<file path="src/rtl/countdown_ctrl.sv">
// Front-panel sequencer for the countdown timer: HH:MM:SS editing, datapath strobes, alarm phase.
// Define AUTO_RELOAD_EN to restart the countdown automatically when the alarm times out.
module countdown_ctrl #(
    parameter int unsigned ALARM_CYCLES = 500_000_000,
    parameter int unsigned MAX_HOURS    = 23
) (
    input  logic        clk,
    input  logic        rst,
    input  logic        btn_start,
    input  logic        btn_pause,
    input  logic        btn_clear,
    input  logic        btn_sel,
    input  logic        btn_inc,
    input  logic        btn_dec,
    input  logic        cd_buzzer_i,
    output logic [16:0] tar_sec,
    output logic        init_en,
    output logic        run,
    output logic        pause,
    output logic        clear,
    output logic [1:0]  mode,
    output logic [1:0]  sel_field,
    output logic        alarm_o,
    output logic [2:0]  dbg_state_o
);
    // Interface: buttons and strobes are single-cycle pulses with no valid/ready backpressure.
    localparam int CW = (ALARM_CYCLES > 1) ? $clog2(ALARM_CYCLES) : 1;

    localparam logic [2:0] ST_SET     = 3'd0;
    localparam logic [2:0] ST_LOAD    = 3'd1;
    localparam logic [2:0] ST_RUN     = 3'd2;
    localparam logic [2:0] ST_PAUSED  = 3'd3;
    localparam logic [2:0] ST_ALARM   = 3'd4;
`ifdef AUTO_RELOAD_EN
    localparam logic [2:0] ST_AR_INIT = 3'd5;
    localparam logic [2:0] ST_AR_RUN  = 3'd6;
`endif

    localparam logic [1:0] MODE_SET    = 2'd0;
    localparam logic [1:0] MODE_RUN    = 2'd1;
    localparam logic [1:0] MODE_PAUSED = 2'd2;
    localparam logic [1:0] MODE_ALARM  = 2'd3;

    localparam logic [2:0] A_NONE  = 3'd0;
    localparam logic [2:0] A_CLEAR = 3'd1;
    localparam logic [2:0] A_PAUSE = 3'd2;
    localparam logic [2:0] A_START = 3'd3;
    localparam logic [2:0] A_SEL   = 3'd4;
    localparam logic [2:0] A_INC   = 3'd5;
    localparam logic [2:0] A_DEC   = 3'd6;

    localparam logic [5:0]    H_MAX     = 6'(MAX_HOURS);
    localparam logic [CW-1:0] CNT_LAST  = CW'(ALARM_CYCLES - 1);

    logic [2:0]    state_q, state_d;
    logic [1:0]    mode_q, mode_d;
    logic [1:0]    sel_q, sel_d;
    logic [5:0]    h_q, h_d, m_q, m_d, s_q, s_d;
    logic [16:0]   tar_q, tar_d;
    logic [CW-1:0] cnt_q, cnt_d;
    logic          alarm_q, alarm_d;
    logic          init_q, init_d, run_q, run_d, pause_q, pause_d, clear_q, clear_d;
    logic [2:0]    act;

    function automatic logic [5:0] step(input logic [5:0] v, input logic [5:0] vmax, input logic up);
        if (up) return (v == vmax) ? 6'd0 : v + 6'd1;
        return (v == 6'd0) ? vmax : v - 6'd1;
    endfunction

    // Only the highest-priority pulse is seen by the state logic.
    always_comb begin
        if (btn_clear)      act = A_CLEAR;
        else if (btn_pause) act = A_PAUSE;
        else if (btn_start) act = A_START;
        else if (btn_sel)   act = A_SEL;
        else if (btn_inc)   act = A_INC;
        else if (btn_dec)   act = A_DEC;
        else                act = A_NONE;
    end

    always_comb begin
        state_d = state_q;
        mode_d  = mode_q;
        sel_d   = sel_q;
        h_d     = h_q;
        m_d     = m_q;
        s_d     = s_q;
        cnt_d   = cnt_q;
        alarm_d = alarm_q;
        init_d  = 1'b0;
        run_d   = 1'b0;
        pause_d = 1'b0;
        clear_d = 1'b0;
        case (state_q)
            ST_SET: begin
                case (act)
                    A_CLEAR: clear_d = 1'b1;
                    A_START: begin
                        if (tar_q != 17'd0) begin
                            init_d  = 1'b1;
                            state_d = ST_LOAD;
                        end
                    end
                    A_SEL: sel_d = (sel_q == 2'd2) ? 2'd0 : sel_q + 2'd1;
                    A_INC, A_DEC: begin
                        case (sel_q)
                            2'd0:    s_d = step(s_q, 6'd59, act == A_INC);
                            2'd1:    m_d = step(m_q, 6'd59, act == A_INC);
                            default: h_d = step(h_q, H_MAX, act == A_INC);
                        endcase
                    end
                    default: ;
                endcase
            end
            // Buttons are ignored during the one-cycle gap between load and run.
            ST_LOAD: begin
                run_d   = 1'b1;
                mode_d  = MODE_RUN;
                state_d = ST_RUN;
            end
            ST_RUN: begin
                if (act == A_CLEAR) begin
                    clear_d = 1'b1;
                    mode_d  = MODE_SET;
                    state_d = ST_SET;
                end else if (act == A_PAUSE) begin
                    pause_d = 1'b1;
                    mode_d  = MODE_PAUSED;
                    state_d = ST_PAUSED;
                end else if (cd_buzzer_i) begin
                    cnt_d   = '0;
                    alarm_d = 1'b1;
                    mode_d  = MODE_ALARM;
                    state_d = ST_ALARM;
                end
            end
            ST_PAUSED: begin
                if (act == A_CLEAR) begin
                    clear_d = 1'b1;
                    mode_d  = MODE_SET;
                    state_d = ST_SET;
                end else if (act == A_START) begin
                    run_d   = 1'b1;
                    mode_d  = MODE_RUN;
                    state_d = ST_RUN;
                end
            end
            ST_ALARM: begin
                cnt_d = cnt_q + CW'(1);
                if (act != A_NONE || cnt_q == CNT_LAST) begin
                    clear_d = 1'b1;
                    alarm_d = 1'b0;
                    mode_d  = MODE_SET;
                    state_d = ST_SET;
`ifdef AUTO_RELOAD_EN
                    if (act == A_NONE) state_d = ST_AR_INIT;
`endif
                end
            end
`ifdef AUTO_RELOAD_EN
            ST_AR_INIT: begin
                init_d  = 1'b1;
                state_d = ST_AR_RUN;
            end
            ST_AR_RUN: begin
                run_d   = 1'b1;
                mode_d  = MODE_RUN;
                state_d = ST_RUN;
            end
`endif
            default: begin
                alarm_d = 1'b0;
                mode_d  = MODE_SET;
                state_d = ST_SET;
            end
        endcase
        tar_d = 17'(h_d) * 17'd3600 + 17'(m_d) * 17'd60 + 17'(s_d);
    end

    always_ff @(posedge clk) begin
        if (rst) begin
            state_q <= ST_SET;
            mode_q  <= MODE_SET;
            sel_q   <= 2'd0;
            h_q     <= 6'd0;
            m_q     <= 6'd0;
            s_q     <= 6'd0;
            tar_q   <= 17'd0;
            cnt_q   <= '0;
            alarm_q <= 1'b0;
            init_q  <= 1'b0;
            run_q   <= 1'b0;
            pause_q <= 1'b0;
            clear_q <= 1'b0;
        end else begin
            state_q <= state_d;
            mode_q  <= mode_d;
            sel_q   <= sel_d;
            h_q     <= h_d;
            m_q     <= m_d;
            s_q     <= s_d;
            tar_q   <= tar_d;
            cnt_q   <= cnt_d;
            alarm_q <= alarm_d;
            init_q  <= init_d;
            run_q   <= run_d;
            pause_q <= pause_d;
            clear_q <= clear_d;
        end
    end

    assign tar_sec     = tar_q;
    assign init_en     = init_q;
    assign run         = run_q;
    assign pause       = pause_q;
    assign clear       = clear_q;
    assign mode        = mode_q;
    assign sel_field   = sel_q;
    assign alarm_o     = alarm_q;
    assign dbg_state_o = state_q;

endmodule

</file>
<file path="config.mk">
export PLATFORM = sky130hd
export DESIGN_NAME = countdown_ctrl
export DESIGN_NICKNAME = d
export VERILOG_FILES = /design/src/rtl/countdown_ctrl.sv
export SDC_FILE = /design/constraint.sdc
export NUM_CORES = 1
export LEC_CHECK = 0
export ABC_AREA = 1
export BUFFER_PORTS_ARGS = -buffer_cell sky130_fd_sc_hd__buf_2
export CORE_MARGIN = 5
export CORE_UTILIZATION = 60
export CTS_BUF_LIST = sky130_fd_sc_hd__clkbuf_16
export DETAILED_ROUTE_END_ITERATION = 6
export PLACE_DENSITY_LB_ADDON = 0.15
export SKIP_CTS_REPAIR_TIMING = 1
export SYNTH_ARGS = -nofsm -noshare
export SYNTH_HDL_FRONTEND = slang
export SYNTH_SLANG_ARGS = --single-unit
</file>
<file path="constraint.sdc">
create_clock -name clk -period 5.85 [get_ports clk]
set_input_delay 0.2925 -clock clk [delete_from_list [all_inputs] [get_ports clk]]
set_output_delay 0.2925 -clock clk [all_outputs]
set_load 0.01 [all_outputs]
</file>
* After elaboration in Yosys (flattened, before gate mapping)
Index checks and enable logic that the tools add are counted.
** Word-level totals
- Bits in registers :: 76
- Input bits :: 9
** Operators by class
- $add $sub $neg :: 10
- Multipliers :: 2
- Equality and inequality tests :: 24
- Multiplexer cells :: 71
- Bitwise logic cells :: 4
- Reductions and logical operators :: 20
** Operators with widths (count)
- two-way mux 6 bit :: 21
- two-way mux 29 bit :: 3
- case mux 29 bit (2 select lines) :: 1
- two-way mux 3 bit :: 14
- adder 29 x 1 -> 29 bit, second input constant :: 1
- == test 29 bit, second input constant :: 1
- two-way mux 1 bit :: 20
- adder 6 x 1 -> 6 bit, second input constant :: 3
- logical NOT 6 bit :: 3
- subtractor 6 x 1 -> 6 bit, second input constant :: 3
- adder 17 x 12 -> 17 bit :: 1
- adder 17 x 6 -> 17 bit :: 1
- nonzero test 17 bit :: 1
- case mux 3 bit (5 select lines) :: 1
- two-way mux 2 bit :: 7
- multiplier 6 x 8 -> 13 bit, second input constant :: 1
- == test 3 x 2 -> 1 bit, second input constant :: 4
- == test 3 bit, second input constant :: 4
- == test 6 bit, second input constant :: 2
- != test 2 bit, second input constant :: 6
- OR reduction 3 bit :: 4
- multiplier 6 x 4 -> 10 bit, second input constant :: 1
- case mux 2 bit (5 select lines) :: 1
- AND reduction 5 bit :: 2
- other kinds (18) :: 25

* Logic depth before layout (Yosys ltp)
- Word-level depth :: 18
- Mapped depth :: 37

* Worst setup path before layout
No wires, ideal clock.
- Kind :: input -> register
- From :: input btn_sel
- To :: register tar_q[15], in the netlist tar_sec[15]
- Data arrival time :: 4.816 ns
- Data required time :: 5.724 ns
- Setup slack :: 0.908 ns
- Cell stages on the path :: 31
- Buffers on the path :: 1
- Cell sequence :: inv_1 > nand2_1 > nand2_2 > nand2_2 > nand2_2 > nand3_4 > buf_6 > o21ai_0 > nand2_1 > nand2_1 > inv_1 > fa_1 > inv_1 > fa_1 > inv_1 > ha_1 > a21oi_1 > o21ai_0 > nand2_1 > nand2_1 > a21oi_1 > xnor2_1 > ha_1 > ha_1 > nand2_1 > nor3_1 > nand3_1 > nand4_1 > nand2_1 > o21ai_0 > a21oi_1
** Between the ends
- Word-level cells in the longest chain between the ends :: 16
- Elaborated cells on any way between the ends :: 33
- Classes of those cells :: add/sub: 2; mul: 2; eq/ne: 2; mux: 26; reduce/logical: 1
** Ends and longest elaborated chain
- start, declared :: RTL line 12 : input logic btn_sel,
- two-way mux 3 bit * :: RTL line 75 : else if (btn_sel) act = A_SEL;
- two-way mux 3 bit * :: RTL line 74 : else if (btn_start) act = A_START;
- two-way mux 3 bit * :: RTL line 73 : else if (btn_pause) act = A_PAUSE;
- two-way mux 3 bit * :: RTL line 72 : if (btn_clear) act = A_CLEAR;
- == test 3 bit :: RTL line 96, 108
- two-way mux 1 bit :: RTL line 66 : if (up) return (v == vmax) ? 6'd0 : v + 6'd1;
- two-way mux 1 bit :: RTL line 106 : case (sel_q)
- two-way mux 1 bit :: RTL line 96 : case (act)
- two-way mux 1 bit :: RTL line 94 : case (state_q)
- two-way mux 6 bit :: RTL line 67 : return (v == 6'd0) ? vmax : v - 6'd1;
- two-way mux 6 bit :: RTL line 106
- two-way mux 6 bit * :: RTL line 96
- two-way mux 6 bit * :: RTL line 94
- named net m_d[4] :: RTL line 58 : logic [5:0] h_q, h_d, m_q, m_d, s_q, s_d;
- multiplier 6 x 4 -> 10 bit * :: RTL line 177 : tar_d = 17'(h_d) * 17'd3600 + 17'(m_d) * 17'd60 + 17'(s_d);
- adder 17 x 12 -> 17 bit * :: RTL line 177
- adder 17 x 6 -> 17 bit * :: RTL line 177
- end signal, assigned :: RTL line 202 : tar_q <= tar_d;
- end, declared :: RTL line 59 : logic [16:0] tar_q, tar_d;
The timed path passes the listed nets; every way through them passes the cells marked *. The select of a mux whose other input is x is not followed.
A chain may end at the register's enable or synchronous reset.

* Worst setup path after layout
- From :: register m_q[0]
- To :: register tar_q[15], in the netlist tar_sec[15]
** Between the ends
- Word-level cells in the longest chain between the ends :: 10
- Elaborated cells on any way between the ends :: 14
- Classes of those cells :: add/sub: 4; mul: 1; eq/ne: 1; mux: 7; reduce/logical: 1
** Ends and longest elaborated chain
- start, declared :: RTL line 58
- start signal, assigned :: RTL line 200 : m_q <= m_d;
- adder 6 x 1 -> 6 bit or == test 6 bit (tied branches) :: RTL line 66
- two-way mux 6 bit (2 in series) :: RTL line 66
- two-way mux 6 bit :: RTL line 67
- two-way mux 6 bit :: RTL line 106
- two-way mux 6 bit :: RTL line 96
- two-way mux 6 bit * :: RTL line 94
- multiplier 6 x 4 -> 10 bit * :: RTL line 177
- adder 17 x 12 -> 17 bit * :: RTL line 177
- adder 17 x 6 -> 17 bit * :: RTL line 177
Every way passes the cells marked *; elsewhere a longest branch is shown, timed or not. The select of a mux whose other input is x is not followed.

==> key figures <==
Status
  – Run status: finished, final reports clean

Synth
  – Cell area after technology mapping: between 6000 and 7000 um^2
  – Count of different cell masters after synthesis: 43
  – Post-synth net total: roughly 1000
  – Number of flops mapped to enable cells by yosys: 0
  – FFs w/ async S/R, synth: 0%
  – Most instantiated flip-flop cell in the synthesis netlist: sky130_fd_sc_hd__dfxtp_1
  – Post-synthesis cell count: 951
  – Share of synthesized area occupied by flip-flops and latches: between 20% and 30%
  – Synthesized area per cell: roughly 6.7 um^2
  – Syn. warnings: 0
  – Synthesized flop and latch total: 74

Power
  – Peak VDD IR: around 0.17 mV
  – Leakage power total: approximately 3.4 nW
  – Total power per unit cell area: between 200 and 250 nW/um^2

GRT
  – Pin count of the biggest net entering global routing: 56
  – Via count of the first global-routing pass: between 5000 and 6000
  – Number of antenna violations at the first check in global routing: 0
  – Global-route usage over all layers: about 23%
  – Overflow after GRT: 0
  – First-pass GRT wire length: between 20000 and 25000 um

Route
  – Number of routed nets with antenna violations: 0
  – Number of vias in the routed layout: 5952
  – Detailed-router iteration count before antenna repair: 7
  – Post-detailed-route via-to-cell ratio: between 5 and 6
  – Routed wire length: 14300 um
  – Remaining DRCs: 0
  – Drt wl/cell: roughly 13 um
  – DR iter-0 viols: 400

Clock tree
  – Library cell used as clock root buffer: sky130_fd_sc_hd__clkbuf_16
  – Total number of clock tree sinks: between 70 and 80
  – Clock latency on the worst-skew pair: 0.34 ns
  – Number of clock buffers inserted by TritonCTS: 9
  – Longest Clk Path Bufs: 2
  – Worst-path clk slew: ~0.060 ns
  – TritonCTS clock tree: yes
  – CTS H-tree lvls: 3

Layout
  – Share of post-route cells with drive strength above 1: between 10% and 20%
  – Count of fill cells added during filler insertion: around 940
  – Relative area change from synthesis to final layout: 8.87%
  – Total area of multi-input combinational cells: around 4200 um^2
  – Number of nets in the layout: approximately 1100
  – Antenna cells: 0
  – Fin cells: about 1100
  – Sequential cell area: between 1000 and 1500 um^2

Die
  – Top-level port count: 38
  – Die H: about 110 um
  – Die Area: 12800 um^2
  – Area of the core: roughly 10000 um^2
  – Initial core utilization: between 60% and 70%
  – Die Wd: ~110 um
  – Std cell rows: 37

Timing
  – Final setup viols: 0
  – Relative slew margins: 59.0%
  – Worst path setup slack after routing: between 0.5 and 0.6 ns
  – Summed negative setup slack over all endpoints: 0 ns
  – Tightest Pin Transition: approximately 0.61 ns
  – RSZ-0062 raised after global routing: no
  – Highest clock frequency the design can meet: ~190 MHz
  – Worst clock skew: 0.00965 ns
  – Final count of hold timing violations: 0
  – Total count of max-transition violations in the final report: 0
  – Fin crit period: 5.29 ns
  – Tcrit/Tclk final: between 90% and 100%

Run
  – Max_cap viols: 0

Placement
  – Estimated wirelength of the detail-placed design: about 11000 um
  – Number of placed instances with taps included: around 1100
  – Weighted congestion reported at the end of routability-driven placement: 0.963
  – IO buf count: 37
  – Worst slack after detailed placement: 0.405 ns

Setup path
  – Most prevalent standard cell on the critical path: sky130_fd_sc_hd__nand2_1
  – Startpoint class of the critical path: flip-flop
  – Maximum fanout count along the critical path: 5
  – Capturing element type of the critical path: flip-flop
  – CP max stage delay: about 0.49 ns
  – CP max stage cell: sky130_fd_sc_hd__fa_1
  – Type of the setup path with the least slack: flip-flop to flip-flop
  – Largest delay share family, worst path: adder cells
  – WP data arrival: approximately 5.5 ns
  – Worst path buffer plus inverter count: 4
  – CP required: around 6.1 ns

Worst hold path
  – Path type of the worst min-delay path: input port to flip-flop
## metal layers
layer | vias to the layer above | global-route usage (%) | share of wire (%) | wire length, um
li1 | 3119 | - | - | -
met1 | 2714 | 28.2 | 46 | 6520
met2 | 96 | 40.5 | 50 | 7080
met3 | 23 | 2.35 | 2.8 | 394
met4 | 0 | 8.33 | 1.9 | 275
met5 | - | 0 | 0 | 0
## state kept, by name, indices dropped and copies added (netlist names), 2 cells and up
register     cells
mode             2
sel_field        2
s_q              6
dbg_state_o      3
tar_sec         15
cnt_q           29
h_q              6
m_q              6
## cells by family after synthesis
group | count (synthesis) | synth area share [%]
buffers and inverters | 159 | 10.3
adders and majority gates | 76 | 16.8
and+or+nand+nor | 476 | 34.3
AOI/OAI and AO/OA | 141 | 11.9
DFF | 74 | 23.3
xor gates and xnor gates | 25 | 3.44
## metrics by stage
stage               utilization (%)  cell area, um^2  hold slack, ns  total power, mW
finish                         67.1             6930           0.236             1.39
global route                   67.1             6930           0.240             1.46
CTS                            67.0             6920           0.218             1.40
detailed placement             64.1             6620           0.458            0.838
global placement               64.1             6620           0.438            0.835
floorplan                         -             6360           0.370            0.781
## power by group
group	switching, mW	internal (mW)	leakage (nW)
Clock	0.232	0.333	0.144
Sequential	0.0268	0.528	0.598
Combinational	0.187	0.0852	2.64
Total	0.446	0.946	3.38
## cell type report
type                       count  area share [%]
tap                          136            2.46
sequential                    74            21.4
clock buffer                   9            3.25
timing repair buffer          39            2.89
multi-input combinational    718            61.1
clock inverter                 7            1.10
inverter                     140            7.79
## final timing paths
path	endpoint	depth (start not counted)	slack (ns)	startpoint
min reg2reg	alarm_o$_SDFFE_PP0P_	2	0.46	alarm_o$_SDFFE_PP0P_
min	pause$_SDFF_PP0_	2	0.24	btn_clear
max	tar_sec[15]$_SDFF_PP0_	29	0.56	m_q[0]$_SDFF_PP0_
max reg2reg	tar_sec[15]$_SDFF_PP0_	29	0.56	m_q[0]$_SDFF_PP0_
## cells in the mapped netlist, drive strengths merged, types with 14 or more instances
library cell / number / share of area, %
xor2: 14 / 1.9
nand3: 80 / 6.9
inv: 139 / 8.4
fa: 16 / 5.0
nand4: 15 / 1.7
o21ai: 49 / 4.1
dfxtp: 74 / 23
nor3: 15 / 1.4
nor2: 108 / 7.3
a21oi: 77 / 6.1
nand2: 236 / 15
ha: 60 / 12
## cells in the final DEF, fill, tap and decap left out, types with 2 or more instances in the layout
| master | count |
|---|---|
| sky130_fd_sc_hd__a21oi_1 | 77 |
| sky130_fd_sc_hd__a31oi_1 | 3 |
| sky130_fd_sc_hd__buf_2 | 37 |
| sky130_fd_sc_hd__buf_4 | 2 |
| sky130_fd_sc_hd__clkbuf_16 | 9 |
| sky130_fd_sc_hd__clkinv_4 | 2 |
| sky130_fd_sc_hd__dfxtp_1 | 73 |
| sky130_fd_sc_hd__fa_1 | 16 |
| sky130_fd_sc_hd__ha_1 | 60 |
| sky130_fd_sc_hd__inv_1 | 129 |
| sky130_fd_sc_hd__inv_2 | 5 |
| sky130_fd_sc_hd__inv_4 | 5 |
| sky130_fd_sc_hd__inv_6 | 2 |
| sky130_fd_sc_hd__nand2_1 | 217 |
| sky130_fd_sc_hd__nand2_2 | 18 |
| sky130_fd_sc_hd__nand3_1 | 75 |
| sky130_fd_sc_hd__nand3_2 | 3 |
| sky130_fd_sc_hd__nand3_4 | 2 |
| sky130_fd_sc_hd__nand3b_1 | 6 |
| sky130_fd_sc_hd__nand4_1 | 14 |
| sky130_fd_sc_hd__nor2_1 | 100 |
| sky130_fd_sc_hd__nor2_2 | 2 |
| sky130_fd_sc_hd__nor2_4 | 5 |
| sky130_fd_sc_hd__nor3_1 | 14 |
| sky130_fd_sc_hd__nor3b_1 | 2 |
| sky130_fd_sc_hd__nor4_1 | 2 |
| sky130_fd_sc_hd__o211ai_1 | 5 |
| sky130_fd_sc_hd__o21a_1 | 3 |
| sky130_fd_sc_hd__o21ai_0 | 42 |
| sky130_fd_sc_hd__o21ai_1 | 3 |
| sky130_fd_sc_hd__o21ai_2 | 4 |
| sky130_fd_sc_hd__or2_2 | 12 |
| sky130_fd_sc_hd__xnor2_1 | 11 |
| sky130_fd_sc_hd__xor2_1 | 14 |
Note: power is estimated with default switching activity, not from simulation.
